### src/rtl/control_unit.sv
// Multi-cycle control unit: latches one RV64 instruction per handshake and
// sequences the register file, ALU, muxes and data memory through its states.
module control_unit #(
    parameter int WORDSIZE   = 64,
    parameter int COUNTWIDTH = 32
) (
    input  logic                  cu_clk,
    input  logic                  cu_rst_n,
    input  logic [31:0]           cu_instr,
    input  logic                  cu_instr_valid,
    output logic                  cu_instr_ready,
    input  logic                  cu_alu_zero,
    output logic [4:0]            cu_rf_addr_a,
    output logic [4:0]            cu_rf_addr_b,
    output logic [4:0]            cu_rf_write_addr,
    output logic                  cu_rf_write_en,
    output logic [WORDSIZE-1:0]   cu_immediate,
    output logic                  cu_mux_0_sel,
    output logic                  cu_mux_1_sel,
    output logic                  cu_mux_2_sel,
    output logic [2:0]            cu_alu_operation,
    output logic                  cu_dm_write_en,
    output logic                  cu_pc_en,
    output logic                  cu_branch_taken,
    output logic                  cu_illegal,
    output logic [COUNTWIDTH-1:0] cu_retired_count
);

    typedef enum logic [2:0] {
        S_IDLE,
        S_DECODE,
        S_EXEC,
        S_MEM,
        S_WB
    } state_t;

    localparam logic [2:0] ALU_ADD = 3'b000;
    localparam logic [2:0] ALU_SUB = 3'b001;
    localparam logic [2:0] ALU_AND = 3'b010;
    localparam logic [2:0] ALU_OR  = 3'b011;

    state_t                r_state;
    state_t                w_next;
    logic [31:0]           r_instr;
    logic [COUNTWIDTH-1:0] r_count;

    logic [6:0] w_opcode;
    logic [2:0] w_funct3;
    logic [6:0] w_funct7;
    logic       w_is_ld;
    logic       w_is_sd;
    logic       w_is_addi;
    logic       w_is_r;
    logic       w_is_beq;
    logic       w_legal;
    logic       w_active;
    logic       w_final;
    logic [4:0] w_rd;

    logic [WORDSIZE-1:0] w_imm_i;
    logic [WORDSIZE-1:0] w_imm_s;
    logic [WORDSIZE-1:0] w_imm_b;

    assign w_opcode = r_instr[6:0];
    assign w_funct3 = r_instr[14:12];
    assign w_funct7 = r_instr[31:25];
    assign w_rd     = r_instr[11:7];

    assign w_is_ld   = (w_opcode == 7'b0000011) && (w_funct3 == 3'b011);
    assign w_is_sd   = (w_opcode == 7'b0100011) && (w_funct3 == 3'b011);
    assign w_is_addi = (w_opcode == 7'b0010011) && (w_funct3 == 3'b000);
    assign w_is_beq  = (w_opcode == 7'b1100011) && (w_funct3 == 3'b000);
    assign w_is_r    = (w_opcode == 7'b0110011) &&
                       (((w_funct3 == 3'b000) &&
                         ((w_funct7 == 7'b0000000) ||
                          (w_funct7 == 7'b0100000))) ||
                        (w_funct3 == 3'b111) ||
                        (w_funct3 == 3'b110));
    assign w_legal   = w_is_ld | w_is_sd | w_is_addi | w_is_r | w_is_beq;

    assign w_imm_i = {{(WORDSIZE-12){r_instr[31]}}, r_instr[31:20]};
    assign w_imm_s = {{(WORDSIZE-12){r_instr[31]}},
                      r_instr[31:25], r_instr[11:7]};
    assign w_imm_b = {{(WORDSIZE-13){r_instr[31]}}, r_instr[31],
                      r_instr[7], r_instr[30:25], r_instr[11:8], 1'b0};

    assign w_active = (r_state != S_IDLE);
    // Last state of every legal class; only legal instructions get here
    assign w_final  = (r_state == S_WB) ||
                      ((r_state == S_MEM) && w_is_sd) ||
                      ((r_state == S_EXEC) && w_is_beq);

    always_ff @(posedge cu_clk) begin
        if (!cu_rst_n) begin
            r_state <= S_IDLE;
            r_instr <= '0;
            r_count <= '0;
        end else begin
            r_state <= w_next;
            if ((r_state == S_IDLE) && cu_instr_valid) begin
                r_instr <= cu_instr;
            end
            if (w_final) begin
                r_count <= r_count + COUNTWIDTH'(1);
            end
        end
    end

    always_comb begin
        w_next = r_state;
        unique case (r_state)
            S_IDLE:   if (cu_instr_valid) w_next = S_DECODE;
            S_DECODE: w_next = w_legal ? S_EXEC : S_IDLE;
            S_EXEC: begin
                if (w_is_beq) begin
                    w_next = S_IDLE;
                end else if (w_is_ld || w_is_sd) begin
                    w_next = S_MEM;
                end else begin
                    w_next = S_WB;
                end
            end
            S_MEM:    w_next = w_is_ld ? S_WB : S_IDLE;
            S_WB:     w_next = S_IDLE;
            default:  w_next = S_IDLE;
        endcase
    end

    always_comb begin
        cu_instr_ready   = (r_state == S_IDLE);
        cu_rf_addr_a     = '0;
        cu_rf_addr_b     = '0;
        cu_rf_write_addr = '0;
        cu_rf_write_en   = 1'b0;
        cu_immediate     = '0;
        cu_mux_0_sel     = 1'b0;
        cu_mux_1_sel     = 1'b0;
        cu_mux_2_sel     = 1'b0;
        cu_alu_operation = ALU_ADD;
        cu_dm_write_en   = 1'b0;
        cu_pc_en         = w_final;
        cu_branch_taken  = 1'b0;
        cu_illegal       = (r_state == S_DECODE) && !w_legal;
        cu_retired_count = r_count;

        if (w_active) begin
            cu_rf_addr_a     = r_instr[19:15];
            cu_rf_addr_b     = r_instr[24:20];
            cu_rf_write_addr = w_rd;
            cu_mux_1_sel     = w_is_r | w_is_beq;

            unique case (1'b1)
                w_is_ld, w_is_addi: cu_immediate = w_imm_i;
                w_is_sd:            cu_immediate = w_imm_s;
                w_is_beq:           cu_immediate = w_imm_b;
                default:            cu_immediate = '0;
            endcase

            unique case (1'b1)
                w_is_beq: cu_alu_operation = ALU_SUB;
                w_is_r && (w_funct3 == 3'b111): cu_alu_operation = ALU_AND;
                w_is_r && (w_funct3 == 3'b110): cu_alu_operation = ALU_OR;
                w_is_r && w_funct7[5]:          cu_alu_operation = ALU_SUB;
                default:  cu_alu_operation = ALU_ADD;
            endcase
        end

        // x0 is hardwired, so a write to rd == 0 is suppressed here
        if (r_state == S_WB) begin
            cu_rf_write_en = (w_rd != 5'd0);
            cu_mux_2_sel   = w_is_ld;
        end
        if ((r_state == S_MEM) && w_is_sd) begin
            cu_dm_write_en = 1'b1;
        end
        if ((r_state == S_EXEC) && w_is_beq) begin
            cu_branch_taken = cu_alu_zero;
        end
    end

endmodule

### config.mk
export PLATFORM = sky130hd
export DESIGN_NAME = control_unit
export DESIGN_NICKNAME = d
export VERILOG_FILES = /design/src/rtl/control_unit.sv
export SDC_FILE = /design/constraint.sdc
export NUM_CORES = 1
export LEC_CHECK = 0
export ABC_AREA = 0
export ABC_CLOCK_PERIOD_IN_PS = 3950
export BUFFER_PORTS_ARGS = -buffer_cell sky130_fd_sc_hd__buf_2
export CAP_MARGIN = 0
export CORE_MARGIN = 5
export CORE_UTILIZATION = 40
export CTS_CLUSTER_DIAMETER = 200
export CTS_CLUSTER_SIZE = 20
export DETAILED_ROUTE_END_ITERATION = 6
export HOLD_SLACK_MARGIN = 0.03
export PLACE_DENSITY = 0.69
export SLEW_MARGIN = 20
export SYNTH_ARGS = -nofsm -noshare
export SYNTH_HDL_FRONTEND = slang
export SYNTH_SLANG_ARGS = --single-unit
### constraint.sdc
create_clock -name cu_clk -period 3.95 [get_ports cu_clk]
set_clock_uncertainty 0.1 [all_clocks]
set_input_delay 0.395 -clock cu_clk [delete_from_list [all_inputs] [get_ports cu_clk]]
set_output_delay 0.395 -clock cu_clk [all_outputs]
set_load 0.02 [all_outputs]
* Word level (Yosys, flattened, before mapping)
Index checks and enable logic that the tools add are counted.
Cells by class: shift-type cells 0, divide/modulo/power cells 0, reduce and logical (&&, ||, !) cells 27, eq/ne operators 14, multiply operators 0, bitwise logic cells 5, add/subtract/negate cells 1, order comparisons 0, multiplexer cells 18
Operators by type and width (count):
- $pmux 64 s3 | 1
- $mux 64 | 1
- $add 32x1->32 const B | 1
- $eq 7x6->1 const B | 3
- $mux 5 | 3
- $logic_and 1x1->1 | 13
- $mux 3 | 4
- $pmux 3 s4 | 1
- $eq 3x2->1 const B | 3
- $eq 3x3->1 const B | 3
- $eq 7x2->1 const B | 1
- $eq 7x5->1 const B | 1
- $eq 7x7->1 const B | 1
- $logic_not 7->1 | 1
- $logic_not 3->1 | 2
- $logic_or 1x1->1 | 6
- $pmux 2 s3 | 1
- $mux 1 | 5
- $or 1x1->1 | 5
- $reduce_bool 5->1 | 1
- $mux 2 | 2
- $reduce_or 2->1 | 2
- $eq 3x1->1 const B | 1
- $reduce_bool 3->1 | 1
- 2 further kinds | 2
Storage, ports and cells: bits of input ports 36, bits in writable memories 0, memories 0, ROM bits 0, register bits after elaboration 67, latch bits 0, logic and storage cells 68, output and inout bits 123

* Logic depth before layout (Yosys ltp)
Gate-level depths: netlist of the first run.
depth after elaboration 10, mapped depth 9

* Worst setup path before layout of the first run
OpenSTA, ideal clock, no wires.
path kind register to output, from register r_instr[13], to output port cu_immediate[13], arrival time 2993 ps, path slack 462 ps, data required time 3455 ps, stages on the path, launching flop included 7, cell sequence dfxtp_1 -> clkbuf_1 -> or4bb_1 -> a21o_1 -> a211oi_1 -> and2_1 -> buf_4
On the way: cells in the longest elaborated chain, start to end 5
RTL lines:
- from (decl) | line 44 | logic [31:0] r_instr;
- from (signal assigned) | line 101 | r_instr <= cu_instr;
- $eq 3x2->1 or $logic_not 3->1 (tied branches)
- $logic_and 1x1->1, on equally long branches | line 69, 71
- $reduce_or 2->1 | line 152 | unique case (1'b1)
- $pmux 64 s3 (*) | line 152
- $mux 64 (*) | line 146 | if (w_active) begin
- to (decl) | line 17 | output logic [WORDSIZE-1:0] cu_immediate,
Every way passes the cells marked *; elsewhere a longest branch is shown, timed or not.

* Worst setup path after layout of the first run
from register r_instr[5], to output port cu_immediate[31]
On the way: cells in the longest elaborated chain, start to end 5
RTL lines (line):
- $eq 7x2->1 or $eq 7x5->1 (tied branches) | 69, 71
- $logic_and 1x1->1, on equally long branches | 69, 71
- $reduce_or 2->1 | 152
- $pmux 64 s3 (*) | 152
- $mux 64 (*) | 146
Marks and branches as above.

==> results of run 1 <==
## layout by cell type (no fill, tap or decap), types with 3 or more instances in the layout
cell / Yosys / layout
inv_1: 9 / 9
inv_6: 0 / 3
o31a_1: 3 / 3
o31ai_1: 13 / 13
nand2b_1: 6 / 6
mux2i_1: 4 / 4
clkbuf_8: 0 / 9
and2_1: 8 / 8
nor2b_1: 16 / 16
and3_1: 8 / 8
nor3b_1: 4 / 4
or4_1: 14 / 14
nand3_1: 16 / 16
buf_4: 53 / 5
o21ai_0: 3 / 3
a211oi_1: 3 / 3
xnor2_1: 3 / 3
nor4_1: 7 / 7
nand4b_1: 3 / 3
nor2_1: 23 / 23
buf_2: 2 / 156
nand2_1: 89 / 89
a21oi_1: 60 / 60
o21a_1: 4 / 4
nand4_1: 8 / 8
nand3b_1: 6 / 6
dfxtp_1: 67 / 67
a22oi_1: 5 / 5
nor3_1: 8 / 7
a21o_1: 3 / 3
## Yosys cell counts, types with 5 or more instances
| library cell | instances |
|---|---|
| nor3_1 | 8 |
| nand3b_1 | 6 |
| clkbuf_1 | 26 |
| and2_1 | 8 |
| a22oi_1 | 5 |
| a21oi_1 | 60 |
| nand4_1 | 8 |
| nor2_1 | 23 |
| nor2b_1 | 16 |
| or4_1 | 14 |
| nand3_1 | 16 |
| dfxtp_1 | 67 |
| o31ai_1 | 13 |
| nor4_1 | 7 |
| nand2_1 | 89 |
| and3_1 | 8 |
| inv_1 | 9 |
| buf_4 | 53 |
| nand2b_1 | 6 |
## metrics by stage
step / util, % / power (mW) / cells
2_1_floorplan: - / 0.796 / 503
6_report: 48.3 / 1.42 / 725
4_1_cts: 48.3 / 1.43 / 725
3_5_place_dp: 46.1 / 0.834 / 709
3_3_place_gp: 46.1 / 0.832 / 709
5_1_grt: 48.3 / 1.48 / 725
## worst paths after layout
| kind | startpoint | endpoint | slack [ns] |
|---|---|---|---|
| max | r_instr[5]$_SDFFE_PN0P_ | cu_immediate[31] | 0.54 |
| min | cu_instr[17] | r_instr[17]$_SDFFE_PN0P_ | 0.17 |
| max reg2reg | r_instr[5]$_SDFFE_PN0P_ | cu_retired_count[10]$_SDFFE_PN0P_ | 1.29 |
| min reg2reg | r_instr[18]$_SDFFE_PN0P_ | r_instr[18]$_SDFFE_PN0P_ | 0.36 |
## state kept, by name, indices dropped and copies added, names as in the netlist
name              cells
cu_retired_count     32
r_instr              32
r_state               3
## logic make-up after synthesis
logic type	Yosys count
and+or+nand+nor	230
AOI/OAI and AO/OA	103
buffers and inverters	93
DFF	67
muxes	4
xor gates and xnor gates	3
adders and majority gates	1
other	1
## per-layer routing
metal | GRT usage [%] | routed length (um)
met1 | 20.4 | 4290
met2 | 29.6 | 4980
met4 | 5.95 | 147
met3 | 7.26 | 1030
met5 | 0 | 0
## area by class of cell
| class | instances | area, um2 | share of cell area, % |
|---|---|---|---|
| Inverter | 9 | 33.8 | 0.753 |
| Clock inverter | 7 | 80.1 | 1.79 |
| Timing Repair Buffer | 161 | 818 | 18.2 |
| Tap cell | 129 | 161 | 3.60 |
| Multi-Input combinational cell | 343 | 1930 | 43.0 |
| Clock buffer | 9 | 124 | 2.76 |
| Sequential cell | 67 | 1340 | 29.9 |
## power groups by stage
stage | Clock (mW) | Sequential [mW] | Combinational, mW
after floorplan | 0 | 0.721 | 0.0746
after global placement | 0 | 0.730 | 0.102
after detailed placement | 0 | 0.731 | 0.103
after CTS | 0.616 | 0.715 | 0.103
after global routing | 0.649 | 0.720 | 0.116
final | 0.603 | 0.715 | 0.102
## worst reg2reg max path: cells and delay by family, from the launching register on
kind | cells | cell delay, ns
flops | 1 | 0.45
compound gates | 3 | 1.09
simple gates | 2 | 0.92
==> results.md, run 1 <==
- Outcome: finished, final reports clean
- P_leak: 1.97 nW
- Top-Level Pins: 159
- Pin count of the biggest net entering global routing: 53
- Layout cells sized above 1: 30.7%
- Maxcap violations: 0
- Final Setup Violations: 0
- RSZ-0062 raised after global routing: no
- CTS buffer count: 9
- Dpl ws: 0.882 ns
- Initial antenna violation count: 0
- Worst path top cell family by delay: compound AO/OA/AOI/OAI gates
- Detailed placer's ending HPWL: 7640 um
- TritonCTS clock tree: done
- # DRC: 0
- P_sw: 384 uW
- #FFs+latches synth: 67
- Total grt overflow: 0
- Int Power: 1.04 mW
- Die width: 108 um
- First DRT Iteration DRCs: 136
- Routed vias: 3,742
- Core Region: 9280 um2
- Max-slew violation count: 0
- Largest family of logic cells by synthesized area: simple AND/OR/NAND/NOR gates
- Filler Cells Inserted: 934
- Post-Synth Simple-Gate Area: 31.6%
- Hold depth: 3
- Cts hold-fix bufs: 0
- Synthesis-to-layout area growth: 17.0%
- Buffers & Inverters on Critical Path: 2
- CTS root buffer: clkbuf_8
- Cell depth of the worst setup path: 6
- Crit path kind: register to output pin
- Synthesized area: 3830 um2
- Top cell type's share of synthesized area: 35.0%
- Period utilisation layout: 86.2%
- Clock slew at reported path FFs: 0.09 ns
- CP max stage delay: 0.65 ns
- Postcts setup bufs: 0
- RePlAce Congestion: 0.860
- Clk sink count: 67
- Die H: 108 um
- Clk_lat worst skew: 0.36 ns
- Fin Setup TNS: 0 ns
- Sequential share of power: 50.3%
- Top_reg_cell synth: dfxtp_1
- XOR/XNOR Fraction of Synth Area: 0.686%
- Arr. time, crit path: 2.91 ns
- Die area: 11,600 um2
- PwrDens: 317 nW/um2
- Sw Ratio: 27.0%
- Power share of the clock group: 42.5%
- Critical-path top delay cell: a211oi_1
- CP Launch Type: register
- Post-synthesis compound-gate area fraction: 16.3%
- Placed cell area: 4280 um2
- Synth area leader: dfxtp_1
- Worst hold slack: 0.170 ns
- Site Rows: 35
- Logic pwr share: 7.2%
- Worst min path class: primary input to register
- Fraction of registers with async set or reset after synthesis: 0%
- Seq/Total Area, Yosys: 35.0%
- Initial DRT Pass Iterations: 4
- GRT Total Usage: 17.7%
- Synth Warn #: 0
- Setup ws final: 0.544 ns
- Vias/cell: 5.16
- Nature of the critical path endpoint: output pin
- Number of synthesized flops with an enable pin: 0
- Mux cell area share after synthesis: 1.04%
- Clock Path Buffers: 2
- WL final: 10,400 um
- CP Max Fanout: 52
- Post-route ant nets: 0
- Cts repair resizes: 0
- Post-synthesis adder-cell area fraction: 0.326%
- Fmax: 0.294 GHz
- # port buffers: 156
- Final hold vios: 0
- Critical Path RT: 3.45 ns
- ANT cells: 0
- Worst vdd ir: 170 uV
- Min cycle time layout: 3.41 ns
- Avg WL per Cell: 14.4 um
- Cell count of the worst reg-to-reg path: 5
- Number of global-route vias before repair: 3,539
- First-pass GRT wire length: 16,700 um
- Final instance area: 4490 um2
- Syn_area_per_cell: 7.63 um2
- Crit path cell chain: or4bb_1, a21o_1, a211oi_1, and2_1, buf_4, buf_2
- H-tree lvl count: 3
- Final net count: 628
- Slew HR: 30.4%
- Leading post-synthesis cells by cell area: dfxtp_1, buf_4, nand2_1, a21oi_1, or4_1
- Starting density of the core: 41.3%
- Post-synthesis cell type count: 51
- Syn Inst Count: 502
- Slew @ Worst Pin: 1.04 ns
Note: power is estimated with default switching activity, not from simulation.
==> run 2, diff against run 1 <==
CTS_BUF_LIST = sky130_fd_sc_hd__clkbuf_16   (was unset)
CTS_CLUSTER_SIZE = 24   (was 20)
==> results.md, run 2 (synthesized netlist as in run 1, its figures left out) <==
- GRT Total Usage: 18.0% (was 17.7%)
- Avg WL per Cell: 14.6 um (was 14.4 um)
- Final core utilization: 49.4% (was 48.3%)
- TritonCTS clock tree: done (unchanged)
- P_leak: 2.01 nW (was 1.97 nW)
- Critical Path Start: r_instr[5]$_SDFFE_PN0P_ (unchanged)
- Outcome: finished, final reports clean (unchanged)
- First DRT Iteration DRCs: 143 (was 136)
- Final hold vios: 0 (unchanged)
- Core Region: 9280 um2 (unchanged)
- Worst vdd ir: 189 uV (was 170 uV)
- Post-route ant nets: 0 (unchanged)
- Top-Level Pins: 159 (unchanged)
- Pin count of the biggest net entering global routing: 53 (unchanged)
- Total grt overflow: 0 (unchanged)
- Synthesis-to-layout area growth: 19.7% (was 17.0%)
- Layout cells sized above 1: 30.7% (unchanged)
- Postcts setup bufs: 0 (unchanged)
- Maxcap violations: 0 (unchanged)
- Worst R2R End: cu_retired_count[10]$_SDFFE_PN0P_ (unchanged)
- Vias/cell: 5.16 (about the same)
- Site Rows: 35 (unchanged)
- Nature of the critical path endpoint: output pin (unchanged)
- Period utilisation layout: 86.1% (was 86.2%)
- Die width: 108 um (unchanged)
- Clk_lat worst skew: 0.33 ns (was 0.36 ns)
- # DRC: 0 (unchanged)
- # port buffers: 156 (unchanged)
- Slew HR: 29.7% (was 30.4%)
- Clk sink count: 67 (unchanged)
- ANT cells: 0 (unchanged)
- RePlAce Congestion: 0.860 (unchanged)
- CTS root buffer: clkbuf_16 (was clkbuf_8)
- CTS buffer count: 9 (unchanged)
- Fmax: 0.294 GHz (about the same)
- End of the critical path: cu_immediate[31] (unchanged)
- Total power: 1.64 mW (was 1.42 mW)
- Routed vias: 3,744 (was 3,742)
- Placed cell area: 4280 um2 (unchanged)
- Arr. time, crit path: 2.91 ns (about the same)
- Crit path kind: register to output pin (unchanged)
- Dpl ws: 0.882 ns (unchanged)
- Setup ws final: 0.550 ns (was 0.544 ns)
- First-pass GRT wire length: 17,000 um (was 16,700 um)
- Initial DRT Pass Iterations: 5 (was 4)
- Detailed placer's ending HPWL: 7640 um (unchanged)
- Die H: 108 um (unchanged)
- Starting density of the core: 41.3% (unchanged)
- Commonest cells after routing, fill and taps aside: buf_2, nand2_1, dfxtp_1 (unchanged)
- H-tree lvl count: 3 (unchanged)
- WL final: 10,600 um (was 10,400 um)
- Final instance area: 4590 um2 (was 4490 um2)
- Die area: 11,600 um2 (unchanged)
- Filler Cells Inserted: 926 (was 934)
- Cts hold-fix bufs: 0 (unchanged)
- Reg2Reg Setup Slack: 1.30 ns (was 1.29 ns)
- Worst hold slack: 0.195 ns (was 0.170 ns)
- Worst r2r src: r_instr[5]$_SDFFE_PN0P_ (unchanged)
- Clock slew at reported path FFs: 0.06 ns (was 0.09 ns)
- Clock Path Buffers: 2 (unchanged)
- Hold depth: 3 (unchanged)
- CP Launch Type: register (unchanged)
- Number of global-route vias before repair: 3,565 (was 3,539)
- PwrDens: 358 nW/um2 (was 317 nW/um2)
- Final Setup Violations: 0 (unchanged)
- Finished Layout Cells: 725 (unchanged)
- Slew @ Worst Pin: 1.05 ns (was 1.04 ns)
- Final net count: 628 (unchanged)
- Cell count of the worst reg-to-reg path: 5 (unchanged)
- RSZ-0062 raised after global routing: no (unchanged)
- Max-slew violation count: 0 (unchanged)
- Commonest non-fill, non-tap cell in the layout: buf_2 (unchanged)
- Min cycle time layout: 3.40 ns (was 3.41 ns)
- Worst min path class: primary input to register (unchanged)
- Initial antenna violation count: 0 (unchanged)
- Critical Path RT: 3.45 ns (about the same)
- Fin Setup TNS: 0 ns (unchanged)
- Cells after DPL: 709 (unchanged)
- Cts repair resizes: 0 (unchanged)
- CP Max Fanout: 52 (unchanged)
-- run 2: cell types whose count changed in the layout (fill, tap and decap cells not counted) --
cell       delta
clkbuf_8      -9
clkbuf_16     +9
-- run 2: cell type report --
class | count | area [um2] | area share, %
flip-flops and latches | 67 | 1340 | 29.2
clock buffers | 9 | 225 | 4.91
clock inverters | 7 | 80.1 | 1.75
inverters | 9 | 33.8 | 0.736
well taps | 129 | 161 | 3.52
multi-input cells | 343 | 1930 | 42.0
repair buffers | 161 | 818 | 17.8
-- run 2: routing by layer --
layer,share of wire (%),up-vias,track usage [%]
li1,-,1886,-
met1,41,1708,20.6
met2,47,135,30.0
met3,9.8,15,7.20
met4,1.9,0,6.76
met5,0,-,0
-- run 2: worst max-delay path, stage by stage, from the launching register on --
cell	delay [ns]
dfxtp_1	0.44
or4bb_1	0.50
a21o_1	0.18
a211oi_1	0.67
and2_1	0.22
buf_4	0.32
buf_2	0.24
-- run 2: worst min path at each step --
stage	from	slack, ns	to
after global placement	r_instr[18]$_SDFFE_PN0P_	0.34	r_instr[18]$_SDFFE_PN0P_
final	cu_instr[17]	0.20	r_instr[17]$_SDFFE_PN0P_
after floorplan	r_instr[15]$_SDFFE_PN0P_	0.33	r_instr[15]$_SDFFE_PN0P_
after global routing	cu_instr[8]	0.20	r_instr[8]$_SDFFE_PN0P_
after CTS	cu_instr[17]	0.19	r_instr[17]$_SDFFE_PN0P_
after detailed placement	r_instr[17]$_SDFFE_PN0P_	0.35	r_instr[17]$_SDFFE_PN0P_
-- run 2: power by group --
group	total, mW	switching, mW	internal, mW
combinational	0.103	0.0614	0.0413
clock	0.824	0.326	0.498
sequential	0.717	0.0212	0.695
==> run 3, diff against run 2 <==
RECOVER_POWER = 25   (was unset)
==> results.md, run 3 (synthesized netlist as in run 1, its figures left out) <==
- Post-route ant nets: 0 (unchanged)
- Nature of the critical path endpoint: output pin (unchanged)
- Number of global-route vias before repair: 3,565 (unchanged)
- Placed cell area: 4280 um2 (unchanged)
- Maxcap violations: 0 (unchanged)
- Final instance area: 4530 um2 (was 4590 um2)
- Worst vdd ir: 189 uV (about the same)
- Critical Path RT: 3.45 ns (about the same)
- Slew @ Worst Pin: 1.04 ns (was 1.05 ns)
- Die width: 108 um (unchanged)
- Final Setup Violations: 0 (unchanged)
- Clock slew at reported path FFs: 0.06 ns (about the same)
- Avg WL per Cell: 14.6 um (about the same)
- Die area: 11,600 um2 (unchanged)
- Routed vias: 3,777 (was 3,744)
- Arr. time, crit path: 2.89 ns (was 2.91 ns)
- Buffers & Inverters on Critical Path: 2 (unchanged)
- CP Launch Type: register (unchanged)
- Top-Level Pins: 159 (unchanged)
- Critical-path top delay cell: a211oi_1 (unchanged)
- Cts hold-fix bufs: 0 (unchanged)
- Worst path top cell family by delay: compound AO/OA/AOI/OAI gates (unchanged)
- Cts repair resizes: 0 (unchanged)
- RSZ-0062 raised after global routing: no (unchanged)
- Slew HR: 30.3% (was 29.7%)
- First DRT Iteration DRCs: 163 (was 143)
- Crit path kind: register to output pin (unchanged)
- CP Max Fanout: 52 (unchanged)
- # port buffers: 156 (unchanged)
- Period utilisation layout: 85.6% (was 86.1%)
- Detailed placer's ending HPWL: 7640 um (unchanged)
- Worst min path class: primary input to register (unchanged)
- Vias/cell: 5.21 (was 5.16)
- Crit path cell chain: or4bb_1, a21o_1, a211oi_1, and2_1, buf_4, buf_2 (unchanged)
- Min cycle time layout: 3.38 ns (was 3.40 ns)
- ANT cells: 0 (unchanged)
- P_leak: 1.83 nW (was 2.01 nW)
- Site Rows: 35 (unchanged)
- H-tree lvl count: 3 (unchanged)
- Postcts setup bufs: 0 (unchanged)
- Fmax: 0.296 GHz (was 0.294 GHz)
- Synthesis-to-layout area growth: 18.2% (was 19.7%)
- Total grt overflow: 0 (unchanged)
- TritonCTS clock tree: done (unchanged)
- WL final: 10,600 um (about the same)
- GRT Total Usage: 18.0% (unchanged)
- Outcome: finished, final reports clean (unchanged)
- Filler Cells Inserted: 944 (was 926)
- PwrDens: 363 nW/um2 (was 358 nW/um2)
- Fin Setup TNS: 0 ns (unchanged)
- Final net count: 628 (unchanged)
- Clock Path Buffers: 2 (unchanged)
- Initial DRT Pass Iterations: 4 (was 5)
- Final core utilization: 48.8% (was 49.4%)
- Clk_lat worst skew: 0.33 ns (about the same)
- CP max stage delay: 0.65 ns (was 0.67 ns)
- First-pass GRT wire length: 17,000 um (unchanged)
- RePlAce Congestion: 0.860 (unchanged)
- Max-slew violation count: 0 (unchanged)
- Pin count of the biggest net entering global routing: 53 (unchanged)
- Commonest non-fill, non-tap cell in the layout: buf_2 (unchanged)
- Core Region: 9280 um2 (unchanged)
- # DRC: 0 (unchanged)
- Worst hold slack: 0.195 ns (about the same)
- Commonest cells after routing, fill and taps aside: buf_2, nand2_1, dfxtp_1 (unchanged)
- Initial antenna violation count: 0 (unchanged)
- Starting density of the core: 41.3% (unchanged)
- Die H: 108 um (unchanged)
- CTS root buffer: clkbuf_16 (unchanged)
- Clk sink count: 67 (unchanged)
- Layout cells sized above 1: 23.5% (was 30.7%)
- Final hold vios: 0 (unchanged)
- CTS buffer count: 9 (unchanged)
[run 3: final cells by class]
| type | count | area, um2 | area share (%) |
|---|---|---|---|
| Inverter | 9 | 33.8 | 0.746 |
| Sequential cell | 67 | 1340 | 29.6 |
| Clock buffer | 9 | 225 | 4.97 |
| Timing Repair Buffer | 161 | 766 | 16.9 |
| Tap cell | 129 | 161 | 3.56 |
| Multi-Input combinational cell | 343 | 1920 | 42.4 |
| Clock inverter | 7 | 80.1 | 1.77 |
[run 3: through the flow]
stage / cells / worst slack [ns] / power (mW)
2_1_floorplan: 503 / 0.462 / 0.796
3_3_place_gp: 709 / 0.995 / 0.832
3_5_place_dp: 709 / 0.882 / 0.834
4_1_cts: 725 / 0.532 / 1.66
5_1_grt: 725 / 0.273 / 1.71
6_report: 725 / 0.570 / 1.64
[run 3: path summary, 6_finish.rpt]
kind | startpoint | end | slack (ns) | cells after the start
max | r_instr[5]$_SDFFE_PN0P_ | cu_immediate[31] | 0.57 | 6
min reg2reg | r_instr[17]$_SDFFE_PN0P_ | r_instr[17]$_SDFFE_PN0P_ | 0.36 | 2
min | cu_instr[17] | r_instr[17]$_SDFFE_PN0P_ | 0.20 | 3
max reg2reg | r_instr[5]$_SDFFE_PN0P_ | cu_retired_count[10]$_SDFFE_PN0P_ | 1.30 | 5
[run 3: report_power, final]
group	switching, mW	leakage [nW]	internal, mW
clock network	0.327	0.149	0.499
registers	0.0211	0.545	0.695
logic	0.0611	1.13	0.0406
[run 3: worst min-delay path, cell delays in order]
cell and delay, ns:
buf_2 0.09, nand2_1 0.04, a21oi_1 0.05
[run 3: per-layer routing]
layer / vias up / GRT usage (%) / routed length (um)
met5: - / 0 / 0
met1: 1732 / 20.6 / 4370
li1: 1891 / - / -
met2: 141 / 30.0 / 4990
met3: 13 / 7.20 / 1020
met4: 0 / 6.76 / 188
